File: src/rtl/instr_encoder_loader_pkg.sv
// Shared op, opcode and funct definitions for the instruction encoder/loader.
// The opcode/funct constants are the same ones the single-cycle Controller decodes.
package instr_encoder_loader_pkg;

    typedef enum logic [4:0] {
        OP_ADD  = 5'd0,
        OP_SUB  = 5'd1,
        OP_AND  = 5'd2,
        OP_OR   = 5'd3,
        OP_SLT  = 5'd4,
        OP_ADDI = 5'd5,
        OP_XORI = 5'd6,
        OP_SLTI = 5'd7,
        OP_ORI  = 5'd8,
        OP_LW   = 5'd9,
        OP_SW   = 5'd10,
        OP_BEQ  = 5'd11,
        OP_BNE  = 5'd12,
        OP_BLT  = 5'd13,
        OP_BGE  = 5'd14,
        OP_LUI  = 5'd15,
        OP_JAL  = 5'd16,
        OP_JALR = 5'd17
    } op_e;

    typedef enum logic [2:0] {
        FMT_R, FMT_I, FMT_S, FMT_B, FMT_U, FMT_J
    } fmt_e;

    localparam logic [6:0] OPC_OP     = 7'b0110011;
    localparam logic [6:0] OPC_OP_IMM = 7'b0010011;
    localparam logic [6:0] OPC_LOAD   = 7'b0000011;
    localparam logic [6:0] OPC_JALR   = 7'b1100111;
    localparam logic [6:0] OPC_STORE  = 7'b0100011;
    localparam logic [6:0] OPC_BRANCH = 7'b1100011;
    localparam logic [6:0] OPC_LUI    = 7'b0110111;
    localparam logic [6:0] OPC_JAL    = 7'b1101111;

    localparam logic [2:0] F3_ADD  = 3'b000;
    localparam logic [2:0] F3_SLT  = 3'b010;
    localparam logic [2:0] F3_XOR  = 3'b100;
    localparam logic [2:0] F3_OR   = 3'b110;
    localparam logic [2:0] F3_AND  = 3'b111;
    localparam logic [2:0] F3_WORD = 3'b010;
    localparam logic [2:0] F3_BEQ  = 3'b000;
    localparam logic [2:0] F3_BNE  = 3'b001;
    // BGE/BLT are swapped relative to the base ISA to match the core's decoder.
    localparam logic [2:0] F3_BGE  = 3'b100;
    localparam logic [2:0] F3_BLT  = 3'b101;

    localparam logic [6:0] F7_BASE = 7'b0000000;
    localparam logic [6:0] F7_SUB  = 7'b0100000;

    function automatic logic fits_i(input logic [31:0] imm);
        return (&imm[31:11]) | ~(|imm[31:11]);
    endfunction

    function automatic logic fits_b(input logic [31:0] imm);
        return ((&imm[31:12]) | ~(|imm[31:12])) & ~imm[0];
    endfunction

    function automatic logic fits_j(input logic [31:0] imm);
        return ((&imm[31:20]) | ~(|imm[31:20])) & ~imm[0];
    endfunction

endpackage

File: src/rtl/instr_encoder_loader_pack.sv
// Combinational RV32I packer: symbolic op + fields + immediate -> instruction word,
// plus illegal-op and immediate-range flags.
module rv_instr_pack
    import instr_encoder_loader_pkg::*;
(
    input  logic [4:0]  op_i,
    input  logic [4:0]  rd_i,
    input  logic [4:0]  rs1_i,
    input  logic [4:0]  rs2_i,
    input  logic [31:0] imm_i,
    output logic [31:0] word_o,
    output logic        illegal_o,
    output logic        range_err_o
);

    fmt_e       fmt;
    logic [6:0] opc;
    logic [2:0] f3;
    logic [6:0] f7;
    logic [31:0] word;
    logic       rng_ok;

    // NOTE: every output of a combinational block gets a default first so no latch is inferred.
    always_comb begin
        fmt       = FMT_R;
        opc       = '0;
        f3        = '0;
        f7        = F7_BASE;
        illegal_o = 1'b0;
        case (op_e'(op_i))
            OP_ADD:  begin opc = OPC_OP; f3 = F3_ADD; end
            OP_SUB:  begin opc = OPC_OP; f3 = F3_ADD; f7 = F7_SUB; end
            OP_AND:  begin opc = OPC_OP; f3 = F3_AND; end
            OP_OR:   begin opc = OPC_OP; f3 = F3_OR;  end
            OP_SLT:  begin opc = OPC_OP; f3 = F3_SLT; end
            OP_ADDI: begin fmt = FMT_I; opc = OPC_OP_IMM; f3 = F3_ADD; end
            OP_XORI: begin fmt = FMT_I; opc = OPC_OP_IMM; f3 = F3_XOR; end
            OP_SLTI: begin fmt = FMT_I; opc = OPC_OP_IMM; f3 = F3_SLT; end
            OP_ORI:  begin fmt = FMT_I; opc = OPC_OP_IMM; f3 = F3_OR;  end
            OP_LW:   begin fmt = FMT_I; opc = OPC_LOAD;   f3 = F3_WORD; end
            OP_JALR: begin fmt = FMT_I; opc = OPC_JALR;   f3 = F3_ADD; end
            OP_SW:   begin fmt = FMT_S; opc = OPC_STORE;  f3 = F3_WORD; end
            OP_BEQ:  begin fmt = FMT_B; opc = OPC_BRANCH; f3 = F3_BEQ; end
            OP_BNE:  begin fmt = FMT_B; opc = OPC_BRANCH; f3 = F3_BNE; end
            OP_BLT:  begin fmt = FMT_B; opc = OPC_BRANCH; f3 = F3_BLT; end
            OP_BGE:  begin fmt = FMT_B; opc = OPC_BRANCH; f3 = F3_BGE; end
            OP_LUI:  begin fmt = FMT_U; opc = OPC_LUI; end
            OP_JAL:  begin fmt = FMT_J; opc = OPC_JAL; end
            default: illegal_o = 1'b1;
        endcase
    end

    // Fields a format does not carry are simply left out of the concatenation, i.e. zero.
    always_comb begin
        word   = '0;
        rng_ok = 1'b1;
        case (fmt)
            FMT_R: word = {f7, rs2_i, rs1_i, f3, rd_i, opc};
            FMT_I: begin
                word   = {imm_i[11:0], rs1_i, f3, rd_i, opc};
                rng_ok = fits_i(imm_i);
            end
            FMT_S: begin
                word   = {imm_i[11:5], rs2_i, rs1_i, f3, imm_i[4:0], opc};
                rng_ok = fits_i(imm_i);
            end
            FMT_B: begin
                word   = {imm_i[12], imm_i[10:5], rs2_i, rs1_i, f3, imm_i[4:1], imm_i[11], opc};
                rng_ok = fits_b(imm_i);
            end
            FMT_U: begin
                word   = {imm_i[31:12], rd_i, opc};
                rng_ok = (imm_i[11:0] == 12'd0);
            end
            FMT_J: begin
                word   = {imm_i[20], imm_i[10:1], imm_i[11], imm_i[19:12], rd_i, opc};
                rng_ok = fits_j(imm_i);
            end
            default: word = '0;
        endcase
        word_o      = illegal_o ? 32'd0 : word;
        range_err_o = ~illegal_o & ~rng_ok;
    end

endmodule

File: src/rtl/instr_encoder_loader.sv
// Accepts symbolic instruction requests, encodes them and writes legal words
// sequentially into instruction memory, one word per two cycles.
module instr_encoder_loader
    import instr_encoder_loader_pkg::*;
#(
    parameter int          DEPTH_W   = 10,
    parameter logic [31:0] BASE_ADDR = 32'h0000_0000
) (
    input  logic               clk,
    input  logic               rst,
    input  logic               start,
    input  logic               in_valid,
    output logic               in_ready,
    input  logic [4:0]         in_op,
    input  logic [4:0]         in_rd,
    input  logic [4:0]         in_rs1,
    input  logic [4:0]         in_rs2,
    input  logic [31:0]        in_imm,
    input  logic               in_last,
    output logic               mem_we,
    output logic [31:0]        mem_addr,
    output logic [31:0]        mem_wdata,
    output logic [DEPTH_W:0]   count,
    output logic               done,
    output logic               full,
    output logic               err_illegal,
    output logic               err_range
);

    localparam logic [1:0] S_IDLE   = 2'd0;
    localparam logic [1:0] S_ACCEPT = 2'd1;
    localparam logic [1:0] S_WRITE  = 2'd2;
    localparam logic [1:0] S_DONE   = 2'd3;

    localparam logic [DEPTH_W:0] DEPTH = {1'b1, {DEPTH_W{1'b0}}};

    logic [1:0]       state_q, state_d;
    logic [DEPTH_W:0] count_q, count_d, count_inc;
    logic [31:0]      addr_q, addr_d;
    logic [31:0]      wdata_q, wdata_d;
    logic             last_q, last_d;
    logic             done_q, done_d;
    logic             full_q, full_d;
    logic             err_ill_q, err_ill_d;
    logic             err_rng_q, err_rng_d;

    logic [31:0] pk_word;
    logic        pk_illegal;
    logic        pk_range;

    rv_instr_pack u_pack (
        .op_i        (in_op),
        .rd_i        (in_rd),
        .rs1_i       (in_rs1),
        .rs2_i       (in_rs2),
        .imm_i       (in_imm),
        .word_o      (pk_word),
        .illegal_o   (pk_illegal),
        .range_err_o (pk_range)
    );

    assign count_inc = count_q + 1'b1;

    always_comb begin
        state_d   = state_q;
        count_d   = count_q;
        addr_d    = addr_q;
        wdata_d   = wdata_q;
        last_d    = last_q;
        done_d    = done_q;
        full_d    = full_q;
        err_ill_d = err_ill_q;
        err_rng_d = err_rng_q;
        if (start) begin
            state_d   = S_ACCEPT;
            count_d   = '0;
            addr_d    = BASE_ADDR;
            done_d    = 1'b0;
            full_d    = 1'b0;
            err_ill_d = 1'b0;
            err_rng_d = 1'b0;
        end else begin
            case (state_q)
                S_ACCEPT: begin
                    if (in_valid) begin
                        if (pk_illegal) begin
                            err_ill_d = 1'b1;
                        end else if (pk_range) begin
                            err_rng_d = 1'b1;
                        end else begin
                            wdata_d = pk_word;
                            addr_d  = BASE_ADDR + (32'(count_q) << 2);
                            last_d  = in_last;
                            state_d = S_WRITE;
                        end
                    end
                end
                S_WRITE: begin
                    count_d = count_inc;
                    // in_last takes precedence so done and full never rise together.
                    if (last_q) begin
                        state_d = S_DONE;
                        done_d  = 1'b1;
                    end else if (count_inc == DEPTH) begin
                        state_d = S_DONE;
                        full_d  = 1'b1;
                    end else begin
                        state_d = S_ACCEPT;
                    end
                end
                S_IDLE, S_DONE: ;
                default: state_d = S_IDLE;
            endcase
        end
    end

    // NOTE: reset here is synchronous and active-high, so it lives inside the clocked branch.
    always_ff @(posedge clk) begin
        if (rst) begin
            state_q   <= S_IDLE;
            count_q   <= '0;
            addr_q    <= BASE_ADDR;
            wdata_q   <= '0;
            last_q    <= 1'b0;
            done_q    <= 1'b0;
            full_q    <= 1'b0;
            err_ill_q <= 1'b0;
            err_rng_q <= 1'b0;
        end else begin
            state_q   <= state_d;
            count_q   <= count_d;
            addr_q    <= addr_d;
            wdata_q   <= wdata_d;
            last_q    <= last_d;
            done_q    <= done_d;
            full_q    <= full_d;
            err_ill_q <= err_ill_d;
            err_rng_q <= err_rng_d;
        end
    end

    // A start or reset arriving in the write cycle cancels that write.
    assign mem_we      = (state_q == S_WRITE) & ~start & ~rst;
    assign in_ready    = (state_q == S_ACCEPT);
    assign mem_addr    = addr_q;
    assign mem_wdata   = wdata_q;
    assign count       = count_q;
    assign done        = done_q;
    assign full        = full_q;
    assign err_illegal = err_ill_q;
    assign err_range   = err_rng_q;

endmodule

File: config.mk
export PLATFORM = sky130hd
export DESIGN_NAME = instr_encoder_loader
export DESIGN_NICKNAME = d
export VERILOG_FILES = /design/src/rtl/instr_encoder_loader_pkg.sv /design/src/rtl/instr_encoder_loader_pack.sv /design/src/rtl/instr_encoder_loader.sv
export SDC_FILE = /design/constraint.sdc
export NUM_CORES = 1
export LEC_CHECK = 0
export CORE_MARGIN = 5
export CORE_UTILIZATION = 42
export CTS_CLUSTER_SIZE = 40
export DETAILED_ROUTE_END_ITERATION = 16
export PLACE_DENSITY = 0.75
export SETUP_SLACK_MARGIN = 0.2
export SKIP_CTS_REPAIR_TIMING = 1
export SLEW_MARGIN = 0
export SYNTH_ARGS = -nofsm -noshare
export SYNTH_HDL_FRONTEND = slang
export SYNTH_SLANG_ARGS = --single-unit
File: constraint.sdc
create_clock -name clk -period 2.3 [get_ports clk]
set_clock_uncertainty 0.05 [all_clocks]
set_input_delay 0.46 -clock clk [delete_from_list [all_inputs] [get_ports clk]]
set_output_delay 0.46 -clock clk [all_outputs]
set_load 0.05 [all_outputs]
==> tab_implementation.tex, run 1 <==
\begin{tabular}{lr}
\hline
Metric & Value \\
\hline
\multicolumn{2}{l}{\textbf{Yosys}} \\
\quad Ys Warns & 0 \\
\quad Sequential area share after synthesis & 30.37\% \\
\quad Fraction of synthesis flops using an asynchronous set or reset pin & 0\% \\
\quad EDFF count, synth & 0 \\
\quad Number of standard cells after synthesis & 481 \\
\quad Synthesized flop and latch total & 60 \\
\quad Number of library cell types mapped by synthesis & 70 \\
\quad Post-Syn Area per Cell & 8.223 µm² \\
\quad Synthesized cell area & 0.003955 mm² \\
\quad Top flip-flop cell by instance count after synthesis & dfxtp\_1 \\
\multicolumn{2}{l}{\textbf{Die}} \\
\quad DIE HEIGHT & 107.0 µm \\
\quad Site row count & 35 \\
\quad Io pins & 138 \\
\quad Overall die width & 107.0 µm \\
\quad Placeable core region & 0.009196 mm² \\
\quad Effective utilization at floorplan & 43.01\% \\
\quad Die area & 0.01146 mm² \\
\multicolumn{2}{l}{\textbf{Timing}} \\
\quad Final Hold Viols & 0 \\
\quad Final period demand of the worst path & 2.092 ns \\
\quad Transition time at the pin with the least slew margin & 0.5414 ns \\
\quad Peak Freq & 0.4781 GHz \\
\quad Total setup violations reported at the end of the flow & 0 \\
\quad Worst slew margin relative to its limit & 63.79\% \\
\quad Final worst-path cycle share & 90.94\% \\
\quad Unrepaired setup endpoints after global routing & no \\
\quad Worst hold margin & 0.4218 ns \\
\quad Pins Over Slew Limit & 0 \\
\multicolumn{2}{l}{\textbf{Worst setup path}} \\
\quad CP Launch Type & input pin \\
\quad Cell family contributing the most delay on the critical path & buffers and inverters \\
\quad Cell mode on critical path & buf\_6 \\
\quad Critical path class & in2reg \\
\quad Crit path arrival time & 2.27 ns \\
\quad Biggest fanout along the worst timing path & 5 \\
\quad Master of the slowest instance on the critical path & nor4\_2 \\
\quad Critical Path Max Stage Delay & 0.35 ns \\
\quad Reg2reg path depth & 6 \\
\quad Count of buffer and inverter cells on the critical path & 4 \\
\quad Endpoint kind of the worst setup timing path & flip-flop \\
\quad Crit-path cells & clkbuf\_2 > nor4\_2 > nand3\_2 > buf\_6 > a21boi\_4 > o21a\_4 > o31ai\_4 > buf\_6 > buf\_6 > mux2\_4 \\
\quad Required time of the critical path & 2.48 ns \\
\quad Endpoint of the lowest-slack register-to-register path & full \\
\quad Reg2Reg Launch Point & count[5] \\
\quad Flop2flop setup slack & 0.31 ns \\
\multicolumn{2}{l}{\textbf{Finish}} \\
\quad Fillcell total & 731 \\
\quad Number of antenna cells inserted & 0 \\
\quad Most frequent cells in the layout & 100 x buf\_4, 65 x clkdlybuf4s50\_1, 55 x dfxtp\_1, 46 x nand2\_1, 37 x dlymetal6s2s\_1 \\
\quad Final net count & 743 \\
\quad Summed area of non-filler cells in the final layout & 0.006347 mm² \\
\quad Fraction of layout instances using a drive strength above 1 & 29.28\% \\
\quad Area overhead of the layout relative to synthesis & 60.49\% \\
\quad Most common library cell in the layout ignoring fill and taps & buf\_4 \\
\multicolumn{2}{l}{\textbf{CTS}} \\
\quad TritonCTS Buffers & 9 \\
\quad Maximum level of the CTS H-tree & 3 \\
\quad Clock edge transition at the registers on the reported setup and hold paths & 0.07 ns \\
\quad Maximum clock insertion buffer count & 2 \\
\quad Clock latency of the later-clocked register in the worst-skew pair & 0.34 ns \\
\quad CTS tree & built \\
\quad Buffer cell driving the clock tree root & clkbuf\_8 \\
\quad Number of sinks on the clock net & 60 \\
\multicolumn{2}{l}{\textbf{Placed design}} \\
\quad Post-Place Cell Area & 0.005788 mm² \\
\quad Post-DP HPWL & 10.85 mm \\
\quad Final weighted congestion in routability-driven placement & 0.9132 \\
\quad IO buf count & 116 \\
\multicolumn{2}{l}{\textbf{Routing}} \\
\quad Total iterations of the first detailed-routing run & 4 \\
\quad DRC violations left & 0 \\
\quad Detailed-route wire length & 14.03 mm \\
\quad Routed wirelength normalized by instance count & 17.51 µm \\
\quad Vias after detailed routing & 4527 \\
\quad Detailed router's first-iteration violation count & 224 \\
\quad Via-to-Cell Ratio & 5.652 \\
\quad Number of nets with antenna violations after detailed routing & 0 \\
\multicolumn{2}{l}{\textbf{Global route}} \\
\quad Wire length of the first global-routing pass & 21.20 mm \\
\quad All-layer global routing usage & 23.05\% \\
\quad Total congestion overflow after global routing & 0 \\
\quad Maximum number of pins on one net before global-route repair & 30 \\
\quad Antenna violations before repair & 0 \\
\quad Vias in the first global route & 4339 \\
\multicolumn{2}{l}{\textbf{Power and ir drop}} \\
\quad Portion of total power attributed to combinational logic & 24.4\% \\
\quad Share of power burned in registers & 39.1\% \\
\quad Total power per unit cell area & 425.2 mW/mm² \\
\quad Internal power contribution & 1878 µW \\
\quad Net switching power & 821.1 µW \\
\quad Switching Fraction & 30.42\% \\
\quad Relative contribution of the clock network to total power & 36.5\% \\
\quad Leakage power & 0.003020 µW \\
\quad Peak supply drop & 305.7 µV \\
\multicolumn{2}{l}{\textbf{Min path}} \\
\quad Type of the worst min-delay path & reg2reg \\
\quad Endpoint with the worst hold slack & mem\_addr[12] \\
\quad Instance count along the most critical hold path & 2 \\
\quad Beginning of the worst hold path & mem\_addr[12] \\
\multicolumn{2}{l}{\textbf{Run status}} \\
\quad Outcome & finished clean \\
\multicolumn{2}{l}{\textbf{Flow run}} \\
\quad Max\_cap viols & 0 \\
\hline
\end{tabular}
==> synth_stat cells, types with 2 or more instances <==
cell type | number | share of area, %
mux2_4 | 11 | 4.2
nor2b_1 | 22 | 3.5
o311ai_0 | 14 | 3.1
a311o_1 | 5 | 1.3
nor4_1 | 8 | 1.3
o21ai_2 | 2 | 0.44
nand2_1 | 46 | 4.4
a22o_1 | 6 | 1.3
dfxtp_1 | 60 | 30
o21a_1 | 3 | 0.57
mux2_2 | 2 | 0.57
o31ai_1 | 2 | 0.38
xnor2_1 | 3 | 0.66
o21ai_1 | 3 | 0.38
buf_2 | 8 | 1.0
o21ai_0 | 16 | 2.0
nor3_1 | 5 | 0.63
a21oi_1 | 39 | 4.9
a32oi_1 | 4 | 0.89
mux2i_1 | 16 | 4.0
nor2_1 | 35 | 3.3
nand3_1 | 12 | 1.5
inv_1 | 9 | 0.85
buf_6 | 6 | 1.7
nand4_1 | 24 | 3.8
o211a_1 | 3 | 0.76
xor2_1 | 9 | 2.0
a22oi_1 | 2 | 0.38
o22ai_1 | 2 | 0.32
a211oi_1 | 2 | 0.38
buf_4 | 26 | 4.9
and3b_1 | 2 | 0.44
and3_1 | 6 | 0.95
a222oi_1 | 5 | 1.3
or3_1 | 2 | 0.32
a31oi_1 | 5 | 0.79
o211ai_1 | 5 | 0.95
clkbuf_1 | 17 | 1.6
and2_1 | 3 | 0.47
==> kinds of logic after synthesis <==
group           after synthesis  share of synthesized area [%]
fa+ha+maj                     2                         0.5694
compound gates              132                          24.01
xor+xnor                     12                          2.658
mux                          29                          8.795
flops                        60                          30.37
buf+inv                      69                          10.44
other cells                   1                        0.09482
simple gates                176                          23.06
==> final cells by class <==
class	instances	area (µm²)	share of cell area [%]
multi-input cells	372	2579	40.63
clock buffers	11	141.4	2.227
repair buffers	232	2183	34.40
flip-flops and latches	60	1207	19.02
well taps	111	138.9	2.188
inverters	10	37.54	0.5914
clock inverters	5	60.06	0.9462
==> sequential cells by signal, summed over array words and instances (netlist names) <==
register     cells
mem_wdata       31
done             1
full             1
err_range        1
last_q           1
err_illegal      1
count           11
mem_addr        11
state_q          2
==> power groups by stage <==
stage / Sequential (µW) / Clock [µW] / Combinational [µW]
after floorplan: 1100 / 0 / 314
after global placement: 1080 / 0 / 612
after detailed placement: 1080 / 0 / 617
after CTS: 1060 / 998 / 620
after global routing: 1060 / 1050 / 697
final: 1060 / 985 / 659
==> tightest hold or removal path: stages (launching register included) <==
cell and delay (ns):
dfxtp_1 0.31, nand4_1 0.06, a21oi_1 0.06
==> how the worst max path moves through the flow <==
stage / startpoint / end / depth (start not counted)
global route: in_imm[14] / last_q / 9
finish: in_imm[31] / mem_wdata[19] / 10
floorplan: in_op[1] / mem_wdata[10] / 8
CTS: in_op[2] / mem_wdata[8] / 9
detailed placement: in_op[2] / mem_wdata[8] / 9
global placement: in_op[2] / mem_wdata[14] / 9
==> per-layer routing <==
metal  track usage, %  part of all wire, %  up-vias
met1            27.16                   40     2159
met2            42.00                   52      184
li1                 -                    -     2153
met3            3.552                  5.2       31
met4            8.128                  2.7        0
met5                0                    0        -
==> stage by stage <==
| step | total power (µW) | setup TNS [ns] | worst slack, ns | instances | util, % |
|---|---|---|---|---|---|
| final | 2699 | 0 | 0.2083 | 801 | 69.02 |
| after global routing | 2802 | 0 | 0.1225 | 801 | 69.02 |
| after CTS | 2673 | -5.134 | -0.2231 | 785 | 65.13 |
| after detailed placement | 1696 | -21.71 | -0.5807 | 769 | 62.94 |
| after global placement | 1691 | -19.90 | -0.5245 | 769 | 62.94 |
| after floorplan | 1419 | 0 | 0.1649 | 501 | - |
Power figures use the tool's default switching activity.
==> run 2, diff against run 1 <==
CORE_UTILIZATION = 50   (was 42)
CTS_CLUSTER_DIAMETER = 40   (was not set)
PLACE_DENSITY = 0.84   (was 0.75)
clock period = 2.5 ns   (was 2.3 ns; I/O delays follow)
==> run 2 against run 1 <==
Compared with the run above:
- via count grew 1.6%
- sequential cell count is the same
- clock power grew 13%
- wire length grew 3.2%
- combinational power shrank 9.4%
- clock-buffer cell count shrank 1
- sequential share of layout area grew 0.091 points
- sequential power shrank 8%
- critical path depth shrank 1
- core utilization grew 12 points
- worst setup slack gained 0.022 ns
==> tab_implementation.tex, run 2 (synthesized netlist as in run 1, its figures left out) <==
\begin{tabular}{lr}
\hline
Metric & Value \\
\hline
\multicolumn{2}{l}{\textbf{Power and ir drop}} \\
\quad Leakage power & 0.002870 µW (-5.0\%) \\
\quad Total power per unit cell area & 424.8 mW/mm² (about the same) \\
\quad Peak supply drop & 307.7 µV (+0.63\%) \\
\quad Total design power & 2675 µW (-0.89\%) \\
\multicolumn{2}{l}{\textbf{Worst setup path}} \\
\quad Critical Path Max Stage Delay & 0.38 ns (+0.03 ns) \\
\quad Endpoint kind of the worst setup timing path & flip-flop \\
\quad Flop2flop setup slack & 0.36 ns (+0.05 ns) \\
\quad Worst setup path end & mem\_wdata[17] \\
\quad Critical path class & in2reg \\
\quad Biggest fanout along the worst timing path & 6 (+1) \\
\quad Required time of the critical path & 2.68 ns (+0.20 ns) \\
\quad Crit path arrival time & 2.45 ns (+0.18 ns) \\
\quad Master of the slowest instance on the critical path & o31ai\_4 \\
\quad Reg2Reg Launch Point & count[2] \\
\quad CP startpoint & in\_op[0] \\
\quad Endpoint of the lowest-slack register-to-register path & full \\
\quad CP Launch Type & input pin \\
\quad Reg2reg path depth & 6 (unchanged) \\
\quad Crit-path cells & dlymetal6s2s\_1 > buf\_4 > nor2b\_1 > a32oi\_2 > o31ai\_2 > o21a\_2 > o31ai\_4 > clkbuf\_16 > mux2\_4 \\
\multicolumn{2}{l}{\textbf{Timing}} \\
\quad Peak Freq & 0.4405 GHz \\
\quad Worst hold margin & 0.4128 ns (-0.008959 ns) \\
\quad Unrepaired setup endpoints after global routing & no \\
\quad Total setup violations reported at the end of the flow & 0 (unchanged) \\
\quad Final period demand of the worst path & 2.270 ns \\
\quad Final worst-path cycle share & 90.80\% \\
\quad Transition time at the pin with the least slew margin & 0.5475 ns (+0.006048 ns) \\
\quad Setup\_tns & 0 ns (unchanged) \\
\quad Pins Over Slew Limit & 0 (unchanged) \\
\quad Final Hold Viols & 0 (unchanged) \\
\quad Worst slew margin relative to its limit & 63.39\% (-0.40 points) \\
\multicolumn{2}{l}{\textbf{Placed design}} \\
\quad Post-Place Cell Area & 0.005697 mm² (-1.6\%) \\
\quad Post-DP HPWL & 10.81 mm (-0.38\%) \\
\quad Final weighted congestion in routability-driven placement & 0.9831 (+7.7\%) \\
\quad IO buf count & 116 (unchanged) \\
\multicolumn{2}{l}{\textbf{Routing}} \\
\quad Detailed router's first-iteration violation count & 301 (+34\%) \\
\quad Routed wirelength normalized by instance count & 18.66 µm (+6.5\%) \\
\quad Detailed-route wire length & 14.48 mm (+3.2\%) \\
\quad DRC violations left & 0 (unchanged) \\
\quad Via-to-Cell Ratio & 5.929 (+4.9\%) \\
\quad Number of nets with antenna violations after detailed routing & 0 (unchanged) \\
\quad Vias after detailed routing & 4601 (+1.6\%) \\
\quad Total iterations of the first detailed-routing run & 5 (+1) \\
\multicolumn{2}{l}{\textbf{Die}} \\
\quad Io pins & 138 (unchanged) \\
\quad Effective utilization at floorplan & 51.18\% (+8.2 points) \\
\quad Site row count & 32 (-8.6\%) \\
\quad Placeable core region & 0.007727 mm² (-16\%) \\
\quad DIE HEIGHT & 98.94 µm (-7.6\%) \\
\quad Overall die width & 98.94 µm (-7.6\%) \\
\quad Die area & 0.009789 mm² (-15\%) \\
\multicolumn{2}{l}{\textbf{Finish}} \\
\quad Largest register FFs & 31 (unchanged) \\
\quad Fraction of layout instances using a drive strength above 1 & 23.74\% (-5.5 points) \\
\quad Most frequent cells in the layout & 87 x buf\_4, 84 x clkdlybuf4s50\_1, 58 x dfxtp\_1, 46 x nand2\_1, 39 x a21oi\_1 \\
\quad Utilization after layout & 81.49\% (+12 points) \\
\quad Number of antenna cells inserted & 0 (unchanged) \\
\quad Area overhead of the layout relative to synthesis & 59.22\% \\
\quad Final net count & 727 (-2.2\%) \\
\quad Summed area of non-filler cells in the final layout & 0.006297 mm² (-0.79\%) \\
\quad Most common library cell in the layout ignoring fill and taps & buf\_4 \\
\multicolumn{2}{l}{\textbf{Global route}} \\
\quad Met1 track utilization from global routing & 31.37\% (+4.2 points) \\
\quad Wire length of the first global-routing pass & 21.71 mm (+2.4\%) \\
\quad Total congestion overflow after global routing & 0 (unchanged) \\
\quad Maximum number of pins on one net before global-route repair & 30 (unchanged) \\
\quad Met3 Resource Use GR & 5.449\% (+1.9 points) \\
\quad Busiest layer in global routing & met2 \\
\quad Vias in the first global route & 4460 (+2.8\%) \\
\quad Antenna violations before repair & 0 (unchanged) \\
\quad Met2 Usage GRT & 49.28\% (+7.3 points) \\
\quad All-layer global routing usage & 27.20\% (+4.1 points) \\
\multicolumn{2}{l}{\textbf{CTS}} \\
\quad Clock latency of the later-clocked register in the worst-skew pair & 0.33 ns (about the same) \\
\quad Buffer cell driving the clock tree root & clkbuf\_8 \\
\quad TritonCTS Buffers & 9 (unchanged) \\
\quad Clock edge transition at the registers on the reported setup and hold paths & 0.08 ns (about the same) \\
\quad Maximum clock insertion buffer count & 2 (unchanged) \\
\quad Maximum level of the CTS H-tree & 3 (unchanged) \\
\quad Number of sinks on the clock net & 60 (unchanged) \\
\quad CTS tree & built \\
\multicolumn{2}{l}{\textbf{Min path}} \\
\quad Type of the worst min-delay path & reg2reg \\
\multicolumn{2}{l}{\textbf{Run status}} \\
\quad Outcome & finished clean \\
\multicolumn{2}{l}{\textbf{Flow run}} \\
\quad Max\_cap viols & 0 (unchanged) \\
\hline
\end{tabular}
[run 2: how the worst min path moves through the flow]
stage	startpoint	end	depth (start not counted)
2_1_floorplan	last_q	last_q	2
3_3_place_gp	mem_wdata[31]	mem_wdata[31]	2
3_5_place_dp	mem_wdata[29]	mem_wdata[29]	2
4_1_cts	mem_wdata[29]	mem_wdata[29]	2
5_1_grt	mem_wdata[26]	mem_wdata[26]	2
6_report	mem_wdata[29]	mem_wdata[29]	2
[run 2: layer usage]
layer  wire length, µm  part of all wire (%)  vias to the layer above
met4               485                   3.3                        0
met2              7402                    51                      230
met1              5627                    39                     2208
met5                 0                     0                        -
li1                  -                     -                     2118
met3               963                   6.7                       45
[run 2: stage by stage]
step           worst slack [ns]  cells
6_report                 0.2301    776
5_1_grt                  0.1749    776
4_1_cts                -0.03438    765
3_5_place_dp            -0.3566    749
3_3_place_gp            -0.3123    749
2_1_floorplan            0.2531    501
[run 2: area by class of cell]
| class | count | area (µm²) |
|---|---|---|
| clock buffer | 10 | 137.6 |
| fill | 517 | 1430 |
| timing repair buffer | 216 | 2151 |
| multi-input combinational | 372 | 2529 |
| clock inverter | 6 | 111.4 |
| tap | 102 | 127.6 |
| sequential | 60 | 1204 |
| inverter | 10 | 37.54 |
[run 2: report_power, final]
part / internal, µW / leakage (µW) / switching [µW] / total, µW
Combinational: 268 / 0.00226 / 329 / 597
Clock: 690 / 0.000122 / 417 / 1110
Sequential: 964 / 0.000485 / 7.24 / 971
[run 2: critical path: cells and delay by family]
| kind | cells | cell delay, ns |
|---|---|---|
| AO/OA/AOI/OAI | 4 | 0.92 |
| buffers and inverters | 3 | 0.60 |
| multiplexers | 1 | 0.30 |
| AND/OR/NAND/NOR | 1 | 0.14 |
